## src/rtl/vedic_pkg.sv

```systemverilog
// Shared definitions for the vedic multiplier datapath: FSM state encodings
// and the counter-width helper.
package vedic_pkg;

  typedef enum logic [1:0] {
    ST_ACC   = 2'd0,
    ST_FLUSH = 2'd1,
    ST_HOLD  = 2'd2
  } state_t;

  // Never returns less than 1, so LEN=1 still gets a real counter bit.
  function automatic int CLOG2(input int n);
    int w;
    w = 1;
    while ((1 << w) < n) w++;
    return w;
  endfunction

endpackage

```

## src/rtl/vedic_mult_8bit.sv

```systemverilog
// Combinational 8x8 unsigned multiplier built Vedic-style (Urdhva Tiryagbhyam):
// 2x2 cells compose into 4x4 blocks, four of which form the 8x8 product.
module vedic_mult_8bit (
  input  logic [7:0]  a,
  input  logic [7:0]  b,
  output logic [15:0] p
);

  function automatic logic [3:0] mul2(input logic [1:0] x, input logic [1:0] y);
    logic [1:0] s1;
    logic [1:0] s2;
    logic [3:0] r;
    r[0] = x[0] & y[0];
    s1   = {1'b0, x[1] & y[0]} + {1'b0, x[0] & y[1]};
    r[1] = s1[0];
    s2   = {1'b0, x[1] & y[1]} + {1'b0, s1[1]};
    r[2] = s2[0];
    r[3] = s2[1];
    return r;
  endfunction

  function automatic logic [7:0] mul4(input logic [3:0] x, input logic [3:0] y);
    logic [7:0] m0, m1, m2, m3;
    m0 = {4'b0, mul2(x[1:0], y[1:0])};
    m1 = {4'b0, mul2(x[3:2], y[1:0])};
    m2 = {4'b0, mul2(x[1:0], y[3:2])};
    m3 = {4'b0, mul2(x[3:2], y[3:2])};
    return m0 + (m1 << 2) + (m2 << 2) + (m3 << 4);
  endfunction

  // q[0]=lo*lo, q[1]=a_hi*b_lo, q[2]=a_lo*b_hi, q[3]=hi*hi
  logic [7:0] q [4];

  genvar gi;
  generate
    for (gi = 0; gi < 4; gi++) begin : g_quad
      assign q[gi] = mul4(a[4*(gi%2) +: 4], b[4*(gi/2) +: 4]);
    end
  endgenerate

  assign p = {8'b0, q[0]} + {4'b0, q[1], 4'b0} + {4'b0, q[2], 4'b0} + {q[3], 8'b0};

endmodule

```

## src/rtl/vedic_dot_acc.sv

```systemverilog
// Streaming dot-product: LEN operand pairs per batch go through a registered
// vedic multiplier and are summed; the batch sum is held until the consumer takes it.
module vedic_dot_acc
  import vedic_pkg::*;
#(
  parameter int LEN   = 4,
  parameter int ACC_W = 18
) (
  input  logic             clk,
  input  logic             rst,
  input  logic             in_valid,
  output logic             in_ready,
  input  logic [7:0]       a,
  input  logic [7:0]       b,
  output logic             out_valid,
  input  logic             out_ready,
  output logic [ACC_W-1:0] acc,
  output logic             ovf
);

  localparam int CNT_W = CLOG2(LEN);

  state_t           state_reg, state_next;
  logic [CNT_W-1:0] cnt_reg;
  logic [7:0]       a1_reg, b1_reg;
  logic             v1_reg, last1_reg;
  logic [15:0]      prod;
  logic [15:0]      prod2_reg;
  logic             v2_reg, last2_reg;
  logic [ACC_W-1:0] acc_reg;
  logic             ovf_reg;
  logic             accept;
  logic             is_last;
  logic [ACC_W:0]   sum;

  assign accept  = in_valid & in_ready;
  assign is_last = (cnt_reg == CNT_W'(LEN - 1));
  assign sum     = {1'b0, acc_reg} + (ACC_W + 1)'(prod2_reg);

  vedic_mult_8bit u_mult (
    .a (a1_reg),
    .b (b1_reg),
    .p (prod)
  );

  always_ff @(posedge clk or posedge rst) begin
    if (rst) begin
      cnt_reg   <= '0;
      a1_reg    <= '0;
      b1_reg    <= '0;
      v1_reg    <= 1'b0;
      last1_reg <= 1'b0;
      prod2_reg <= '0;
      v2_reg    <= 1'b0;
      last2_reg <= 1'b0;
    end else begin
      v1_reg    <= accept;
      last1_reg <= accept & is_last;
      if (accept) begin
        a1_reg  <= a;
        b1_reg  <= b;
        cnt_reg <= is_last ? '0 : cnt_reg + CNT_W'(1);
      end
      prod2_reg <= prod;
      v2_reg    <= v1_reg;
      last2_reg <= last1_reg;
    end
  end

  // The pipeline is always drained before HOLD, so no add can collide with the clear.
  always_ff @(posedge clk or posedge rst) begin
    if (rst) begin
      acc_reg <= '0;
      ovf_reg <= 1'b0;
    end else if (state_reg == ST_HOLD) begin
      if (out_ready) begin
        acc_reg <= '0;
        ovf_reg <= 1'b0;
      end
    end else if (v2_reg) begin
      acc_reg <= sum[ACC_W-1:0];
      if (sum[ACC_W]) ovf_reg <= 1'b1;
    end
  end

  always_ff @(posedge clk or posedge rst) begin
    if (rst) state_reg <= ST_ACC;
    else     state_reg <= state_next;
  end

  always_comb begin
    state_next = state_reg;
    in_ready   = 1'b0;
    out_valid  = 1'b0;
    case (state_reg)
      ST_ACC: begin
        in_ready = 1'b1;
        if (accept && is_last) state_next = ST_FLUSH;
      end
      ST_FLUSH: begin
        if (v2_reg && last2_reg) state_next = ST_HOLD;
      end
      ST_HOLD: begin
        out_valid = 1'b1;
        if (out_ready) state_next = ST_ACC;
      end
      default: state_next = ST_ACC;
    endcase
  end

  assign acc = acc_reg;
  assign ovf = ovf_reg;

endmodule

```

## config.mk

```make
export PLATFORM = sky130hd
export DESIGN_NAME = vedic_dot_acc
export DESIGN_NICKNAME = d
export VERILOG_FILES = /design/src/rtl/vedic_pkg.sv /design/src/rtl/vedic_mult_8bit.sv /design/src/rtl/vedic_dot_acc.sv
export SDC_FILE = /design/constraint.sdc
export NUM_CORES = 1
export LEC_CHECK = 0
export BUFFER_PORTS_ARGS = -buffer_cell sky130_fd_sc_hd__buf_4
export CORE_MARGIN = 3
export CORE_UTILIZATION = 54
export DETAILED_ROUTE_END_ITERATION = 10
export PLACE_DENSITY_LB_ADDON = 0.25
export SYNTH_ARGS = -nofsm -noshare
export SYNTH_HDL_FRONTEND = slang
export SYNTH_SLANG_ARGS = --single-unit
```

## constraint.sdc

```tcl
create_clock -name clk -period 7.1 [get_ports clk]
set_clock_uncertainty 0.15 [all_clocks]
set_input_delay 0.355 -clock clk [delete_from_list [all_inputs] [get_ports clk]]
set_output_delay 0.355 -clock clk [all_outputs]
set_load 0.005 [all_outputs]
```

=== Word-level counts from Yosys, hierarchy flattened ===
Cells that the tools add are included.

* Flip-flop bits (word level): 59
* Logic and storage cells: 154

* Add/subtract/negate cells: 49
* Equality and inequality tests: 6
* Mux-type cells: 14
* Bitwise logic cells: 66
* Reduce and logical (&&, ||, !) cells: 8

{| class="wikitable"
|+ Operator list
! kind !! number
|-
| 1-bit AND || 66
|-
| 1-bit by 1-bit adder with 2-bit output || 32
|-
| 18-bit 2-to-1 mux || 3
|-
| 8-bit adder || 4
|-
| 4-bit by 6-bit adder with 7-bit output || 4
|-
| 8-bit by 6-bit adder with 8-bit output || 3
|-
| 18-bit by 16-bit adder with 19-bit output || 1
|-
| 14-bit by 16-bit adder with 16-bit output || 1
|-
| 13-bit by 12-bit adder with 14-bit output || 1
|-
| 8-bit by 12-bit adder with 13-bit output || 1
|-
| 7-bit by 6-bit adder with 8-bit output || 1
|-
| 2-bit 2-to-1 mux || 4
|-
| 1-bit 2-to-1 mux || 6
|-
| 2-bit inequality test (second input constant) || 3
|-
| 2-bit one-hot mux with 3 select lines || 1
|-
| 3-bit AND reduction || 2
|-
| 2-bit equality test (second input constant) || 2
|-
| 2-bit nonzero test || 2
|-
| 2-bit by 1-bit adder with 2-bit output (second input constant) || 1
|-
| 2-bit by 1-bit equality test with 1-bit output (second input constant) || 1
|-
| 1-bit logical AND || 2
|-
| 2-bit logical NOT || 1
|-
| 2-bit AND reduction || 1
|}

=== Longest topological paths before layout ===
* Depth in word-level cells: 9
* Gate-level depth with buffers: 23

=== Cells and area by module ===
From an unflattened synthesis, not the netlist that was laid out.

* Cell total of the unflattened synthesis: 557
* Area total of the unflattened synthesis: 5,393.9 sq um

{| class="wikitable"
|+ By module, submodules not included
! module !! times used !! cells each !! area each (sq um) !! seq. area each (sq um)
|-
| vedic_dot_acc || 1 || 240 || 2,751.4 || 1,476.4
|-
| vedic_mult_8bit || 1 || 317 || 2,642.5 || 0.0
|}

=== Least setup slack after synthesis ===
No wires, ideal clock.

* Kind: flip-flop to flip-flop
* From: reg a1_reg[0]
* To: reg prod2_reg[15]
* Setup time: 0.123 ns
* Arrival time: 4.896 ns
* Slack: 1.932 ns
* Stages on the path, launching flop included: 23
* Path buffers: 0
* Cell sequence: dfrtp_1 -> and2_1 -> ha_1 -> ha_1 -> ha_1 -> inv_1 -> fa_1 -> xor2_1 -> fa_1 -> inv_1 -> ha_1 -> a21o_1 -> a21oi_1 -> xnor2_1 -> fa_1 -> inv_1 -> fa_1 -> nand2b_1 -> a21oi_1 -> a2111oi_2 -> a21oi_1 -> nand3_1 -> xnor2_1

* Word-level cells in the longest chain between the ends: 9

{| class="wikitable"
|+ Ends and longest elaborated chain
! element !! line !! RTL
|-
| start: declaration || vedic_dot_acc.sv:25 || <nowiki>logic [7:0] a1_reg, b1_reg;</nowiki>
|-
| start signal: assignment || vedic_dot_acc.sv:49 || <nowiki>a1_reg <= '0;</nowiki>
|-
| start signal: assignment || vedic_dot_acc.sv:60 || <nowiki>a1_reg <= a;</nowiki>
|-
| 1-bit AND || vedic_mult_8bit.sv:14 || <nowiki>s1 = {1'b0, x[1] & y[0]} + {1'b0, x[0] & y[1]};</nowiki>
|-
| 1-bit by 1-bit adder with 2-bit output || vedic_mult_8bit.sv:14 ||
|-
| 1-bit by 1-bit adder with 2-bit output || vedic_mult_8bit.sv:16 || <nowiki>s2 = {1'b0, x[1] & y[1]} + {1'b0, s1[1]};</nowiki>
|-
| 4-bit by 6-bit adder with 7-bit output || vedic_mult_8bit.sv:28 || <nowiki>return m0 + (m1 << 2) + (m2 << 2) + (m3 << 4);</nowiki>
|-
| 8-bit by 6-bit adder with 8-bit output || vedic_mult_8bit.sv:28 ||
|-
| 8-bit adder || vedic_mult_8bit.sv:28 ||
|-
| 8-bit by 12-bit adder with 13-bit output || vedic_mult_8bit.sv:41 || <nowiki>assign p = {8'b0, q[0]} + {4'b0, q[1], 4'b0} + {4'b0, q[2], 4'b0} + {q[3], 8'b0};</nowiki>
|-
| 13-bit by 12-bit adder with 14-bit output (*) || vedic_mult_8bit.sv:41 ||
|-
| 14-bit by 16-bit adder with 16-bit output (*) || vedic_mult_8bit.sv:41 ||
|-
| net prod[15] || vedic_dot_acc.sv:27 || <nowiki>logic [15:0] prod;</nowiki>
|-
| end signal: assignment || vedic_dot_acc.sv:64 || <nowiki>prod2_reg <= prod;</nowiki>
|-
| end: declaration || vedic_dot_acc.sv:28 || <nowiki>logic [15:0] prod2_reg;</nowiki>
|}

Mark *: on every way through the listed nets, which the timed path passes. The rest lies on a longest branch.
A chain may end at the register's enable or synchronous reset.

=== Worst setup path after layout ===
Ends and elaborated chain as after synthesis.

==> out/summary.json <==
{
  "status": {"value": "finished clean"},
  "average_wire_length_per_cell_after_detail_routing": {"value": 14.5, "unit": "µm"},
  "timing.setup.critical_path_class": {"value": "register to register"},
  "root_buffer": {"value": "sky130_fd_sc_hd__clkbuf_8"},
  "fillerInstances": {"value": 784},
  "gp_congestion": {"value": 0.894},
  "final_layout_size_suffix_gt1_share": {"value": 13.3, "unit": "%"},
  "floorplan.die_area": {"value": 11000, "unit": "µm²"},
  "mappedNetlistArea": {"value": 5300, "unit": "µm²"},
  "final_hold_viol_count": {"value": 0},
  "timing.critical_path.to_type": {"value": "register"},
  "report.final.slew_viol_count": {"value": 0},
  "postRouteAntennaNets": {"value": 0},
  "synth_edf_count": {"value": 0},
  "ctsHtreeMaxLevel": {"value": 3},
  "cts-resized-gates": {"value": 0},
  "arrival_worst_endpoint": {"value": 5520, "unit": "ps"},
  "num_io_pins": {"value": 41},
  "cts_sinks": {"value": 59},
  "max_ffs_per_register": {"value": 18},
  "drt_drc_violations_left": {"value": 0},
  "clock_path_buffers": {"value": 2},
  "cp_data_required_time": {"value": 7160, "unit": "ps"},
  "tritoncts": {"value": "yes"},
  "area_growth": {"value": 12.0, "unit": "%"},
  "cts_inserted_buffers": {"value": 9},
  "avgViaCountPerCell": {"value": 5.44},
  "yosys_register_bits": {"value": 59},
  "most_used_flip_flop_cell_after_synthesis": {"value": "sky130_fd_sc_hd__dfrtp_1"},
  "worstHoldPathType": {"value": "input pin to async pin"},
  "dieHeight": {"value": 105, "unit": "µm"},
  "initial_utilization": {"value": 56.5, "unit": "%"},
  "synth_async_sr_flop_share": {"value": 100, "unit": "%"},
  "timing.final.setup_violations": {"value": 0},
  "critical_path.startpoint_type": {"value": "register"},
  "chipWidth": {"value": 105, "unit": "µm"},
  "insertedDiodeCount": {"value": 0},
  "drt_wl_total": {"value": 10.3, "unit": "mm"},
  "cp_cell_sequence": {"value": "and2_1, ha_1, ha_1, ha_1, inv_1, fa_1, xor2_1, fa_1, inv_1, ha_1, a21o_1, a21oi_1, xnor2_1, fa_1, inv_1, fa_1, nand2b_1, a21oi_1, a2111oi_2, a21oi_1, nand3_1, xnor2_1"},
  "grt_pass1_vias": {"value": 3957},
  "globalRouteTotalUtil": {"value": 19.9, "unit": "%"},
  "hold_buffers": {"value": 0},
  "grt_pass1_wl": {"value": 18.0, "unit": "mm"},
  "post_cts_setup_driven_buffer_insertion_count": {"value": 0},
  "crit_buf_inv": {"value": 3},
  "grt_start_max_net_pins": {"value": 60},
  "detail_route.iter0.violations": {"value": 143},
  "buffer_ports.inserted": {"value": 40},
  "worst-path-max-fanout": {"value": 9},
  "multi_input_gate_area": {"value": 3550, "unit": "µm²"},
  "worst_setup_hold_path_clk_slew": {"value": 70, "unit": "ps"},
  "tightest_slew": {"value": 873, "unit": "ps"},
  "drtPass1Iterations": {"value": 6},
  "num-nets-final": {"value": 708},
  "core-area": {"value": 9370, "unit": "µm²"},
  "slowest_delay": {"value": 600, "unit": "ps"},
  "clk-insertion-delay-late": {"value": 340, "unit": "ps"},
  "fin_tns_setup": {"value": 0, "unit": "ps"},
  "syn_inst": {"value": 532},
  "cpMaxStageDelayCell": {"value": "sky130_fd_sc_hd__fa_1"},
  "cap_violations": {"value": 0},
  "synthesis.yosys.warnings": {"value": 0},
  "relSlewSlack": {"value": 41.8, "unit": "%"},
  "r2r-start": {"value": "a1_reg[0]$_DFFE_PP0P_"},
  "final_cells": {"value": 710},
  "globalRoute.totalOverflow": {"value": 0},
  "register_area": {"value": 1480, "unit": "µm²"},
  "max_clock_freq": {"value": 183, "unit": "MHz"},
  "placement_rows": {"value": 35},
  "crit_start": {"value": "a1_reg[0]$_DFFE_PP0P_"},
  "finalWorstPathRequiredPeriod": {"value": 5470, "unit": "ps"},
  "synth.net_count": {"value": 664},
  "grt_setup_unrepaired": {"value": "no"},
  "post-place-cells": {"value": 694},
  "final_min_period_over_clock_period": {"value": 77.0, "unit": "%"},
  "grt_antenna_before_repair": {"value": 0},
  "synth_cell_type_count": {"value": 54},
  "vias": {"value": 3863},
  "synth.yosys.seq_area_share": {"value": 27.9, "unit": "%"},
  "detailedPlacementHpwl": {"value": 8.25, "unit": "mm"},
  "path_delay_family": {"value": "adder cells"},
  "avgSynthCellArea": {"value": 9.96, "unit": "µm²"}
}
==> layer usage <==
| layer | wire [µm] | share of wire [%] | vias up | GRT usage, % |
|---|---|---|---|---|
| met5 | 0 | 0 | - | 0 |
| met4 | 188 | 1.8 | 0 | 4.59 |
| met3 | 309 | 3.0 | 18 | 4.45 |
| met2 | 5070 | 49 | 68 | 34.6 |
| met1 | 4730 | 46 | 1871 | 25.1 |
| li1 | - | - | 1906 | - |
==> final timing paths <==
path / end / slack (ps) / cells past startpoint
setup / recovery: prod2_reg[15]$_DFF_PP0_ / 1630 / 22
hold / removal: acc[7]$_DFFE_PP0P_ / 80 / 3
setup reg to reg: prod2_reg[15]$_DFF_PP0_ / 1630 / 22
hold reg to reg: last2_reg$_DFF_PP0_ / 200 / 0
max in group asynchronous: prod2_reg[11]$_DFF_PP0_ / 6250 / 3
min in group clk: acc[16]$_DFFE_PP0P_ / 80 / 2
==> final cells by class <==
type | count | area share (%)
clock inverters | 4 | 1.24
inverters | 59 | 3.73
clock buffers | 12 | 2.45
multi-input cells | 406 | 59.8
flip-flops and latches | 59 | 24.9
repair buffers | 41 | 5.19
well taps | 129 | 2.72
==> per-stage QoR <==
| step | setup slack [ps] | area (µm²) | util [%] | hold WS [ps] |
|---|---|---|---|---|
| global route | 1260 | 5930 | 63.3 | 69.5 |
| detailed placement | 1630 | 5720 | 61.0 | 186 |
| CTS | 1620 | 5930 | 63.3 | 69.3 |
| global placement | 1740 | 5720 | 61.0 | 184 |
| finish | 1630 | 5930 | 63.3 | 76.6 |
| floorplan | 1930 | 5300 | - | 181 |
==> synth_stat cells, types with 3 or more instances <==
library cell                n  area [µm²]
sky130_fd_sc_hd__nor2b_1    3        18.8
sky130_fd_sc_hd__and3_1     5        31.3
sky130_fd_sc_hd__nor2_1    12        45.0
sky130_fd_sc_hd__o211ai_1   3        22.5
sky130_fd_sc_hd__fa_1      27         541
sky130_fd_sc_hd__nand3_1   10        50.1
sky130_fd_sc_hd__nand4_1    4        25.0
sky130_fd_sc_hd__a21o_1    11        82.6
sky130_fd_sc_hd__nand2_1   33         124
sky130_fd_sc_hd__and2_1    58         363
sky130_fd_sc_hd__a21oi_1   32         160
sky130_fd_sc_hd__buf_2      3        15.0
sky130_fd_sc_hd__mux2_1     6        67.6
sky130_fd_sc_hd__nor3_1     3        15.0
sky130_fd_sc_hd__a22o_1     4        35.0
sky130_fd_sc_hd__xor2_1    14         123
sky130_fd_sc_hd__xnor2_1   25         219
sky130_fd_sc_hd__o21a_1     5        37.5
sky130_fd_sc_hd__dfrtp_1   59        1480
sky130_fd_sc_hd__ha_1      85        1060
sky130_fd_sc_hd__o21ai_1    7        35.0
sky130_fd_sc_hd__o21ai_0   15        75.1
sky130_fd_sc_hd__mux2_2    12         135
sky130_fd_sc_hd__inv_1     59         221
sky130_fd_sc_hd__buf_4      3        22.5
==> cell families (layout without fill, tap and decap cells) <==
kind of cell,Yosys count,after routing,synth area share [%]
multiplexers,19,19,4.01
XOR/XNOR,39,39,6.45
adder cells (fa/ha/maj),112,112,30.3
AND/OR/NAND/NOR,136,136,13.7
buffers and inverters,67,116,5.17
AO/OA/AOI/OAI,100,100,12.5
flip-flops,59,59,27.9
==> placed cells by master, fill, tap and decap left out, types with 2 or more instances in the layout <==
cell type	instances
sky130_fd_sc_hd__a21oi_1	32
sky130_fd_sc_hd__mux2_2	12
sky130_fd_sc_hd__nor4_1	2
sky130_fd_sc_hd__ha_1	85
sky130_fd_sc_hd__nand2_1	33
sky130_fd_sc_hd__mux2_1	6
sky130_fd_sc_hd__a21o_1	11
sky130_fd_sc_hd__nor2_1	12
sky130_fd_sc_hd__fa_1	27
sky130_fd_sc_hd__nand2b_1	2
sky130_fd_sc_hd__nand3_1	10
sky130_fd_sc_hd__bufinv_16	2
sky130_fd_sc_hd__xor2_1	14
sky130_fd_sc_hd__and3_1	5
sky130_fd_sc_hd__nor3_1	3
sky130_fd_sc_hd__nand4_1	4
sky130_fd_sc_hd__a22oi_1	2
sky130_fd_sc_hd__nor2b_1	3
sky130_fd_sc_hd__a22o_1	4
sky130_fd_sc_hd__clkbuf_1	2
sky130_fd_sc_hd__inv_1	58
sky130_fd_sc_hd__xnor2_1	25
sky130_fd_sc_hd__o21a_1	5
sky130_fd_sc_hd__a211oi_2	2
sky130_fd_sc_hd__buf_4	41
sky130_fd_sc_hd__dfrtp_1	59
sky130_fd_sc_hd__o211ai_1	3
sky130_fd_sc_hd__o21ai_0	15
sky130_fd_sc_hd__clkbuf_8	10
sky130_fd_sc_hd__o211a_1	2
sky130_fd_sc_hd__o21ai_1	7
sky130_fd_sc_hd__and2_1	58
==> worst register-to-register path, stage by stage (launching register included) <==
cell                        delay [ps]
sky130_fd_sc_hd__dfrtp_1           450
sky130_fd_sc_hd__and2_1            200
sky130_fd_sc_hd__ha_1              190
sky130_fd_sc_hd__ha_1              270
sky130_fd_sc_hd__ha_1              160
sky130_fd_sc_hd__inv_1              50
sky130_fd_sc_hd__fa_1              370
sky130_fd_sc_hd__xor2_1            170
sky130_fd_sc_hd__fa_1              600
sky130_fd_sc_hd__inv_1              60
sky130_fd_sc_hd__ha_1              280
sky130_fd_sc_hd__a21o_1            170
sky130_fd_sc_hd__a21oi_1           160
sky130_fd_sc_hd__xnor2_1           100
sky130_fd_sc_hd__fa_1              510
sky130_fd_sc_hd__inv_1              70
sky130_fd_sc_hd__fa_1              450
sky130_fd_sc_hd__nand2b_1          180
sky130_fd_sc_hd__a21oi_1           190
sky130_fd_sc_hd__a2111oi_2          90
sky130_fd_sc_hd__a21oi_1           210
sky130_fd_sc_hd__nand3_1           110
sky130_fd_sc_hd__xnor2_1           140
Power is not shown: default switching activity piles up to over one toggle a cycle in this logic, so the estimate is an artifact.
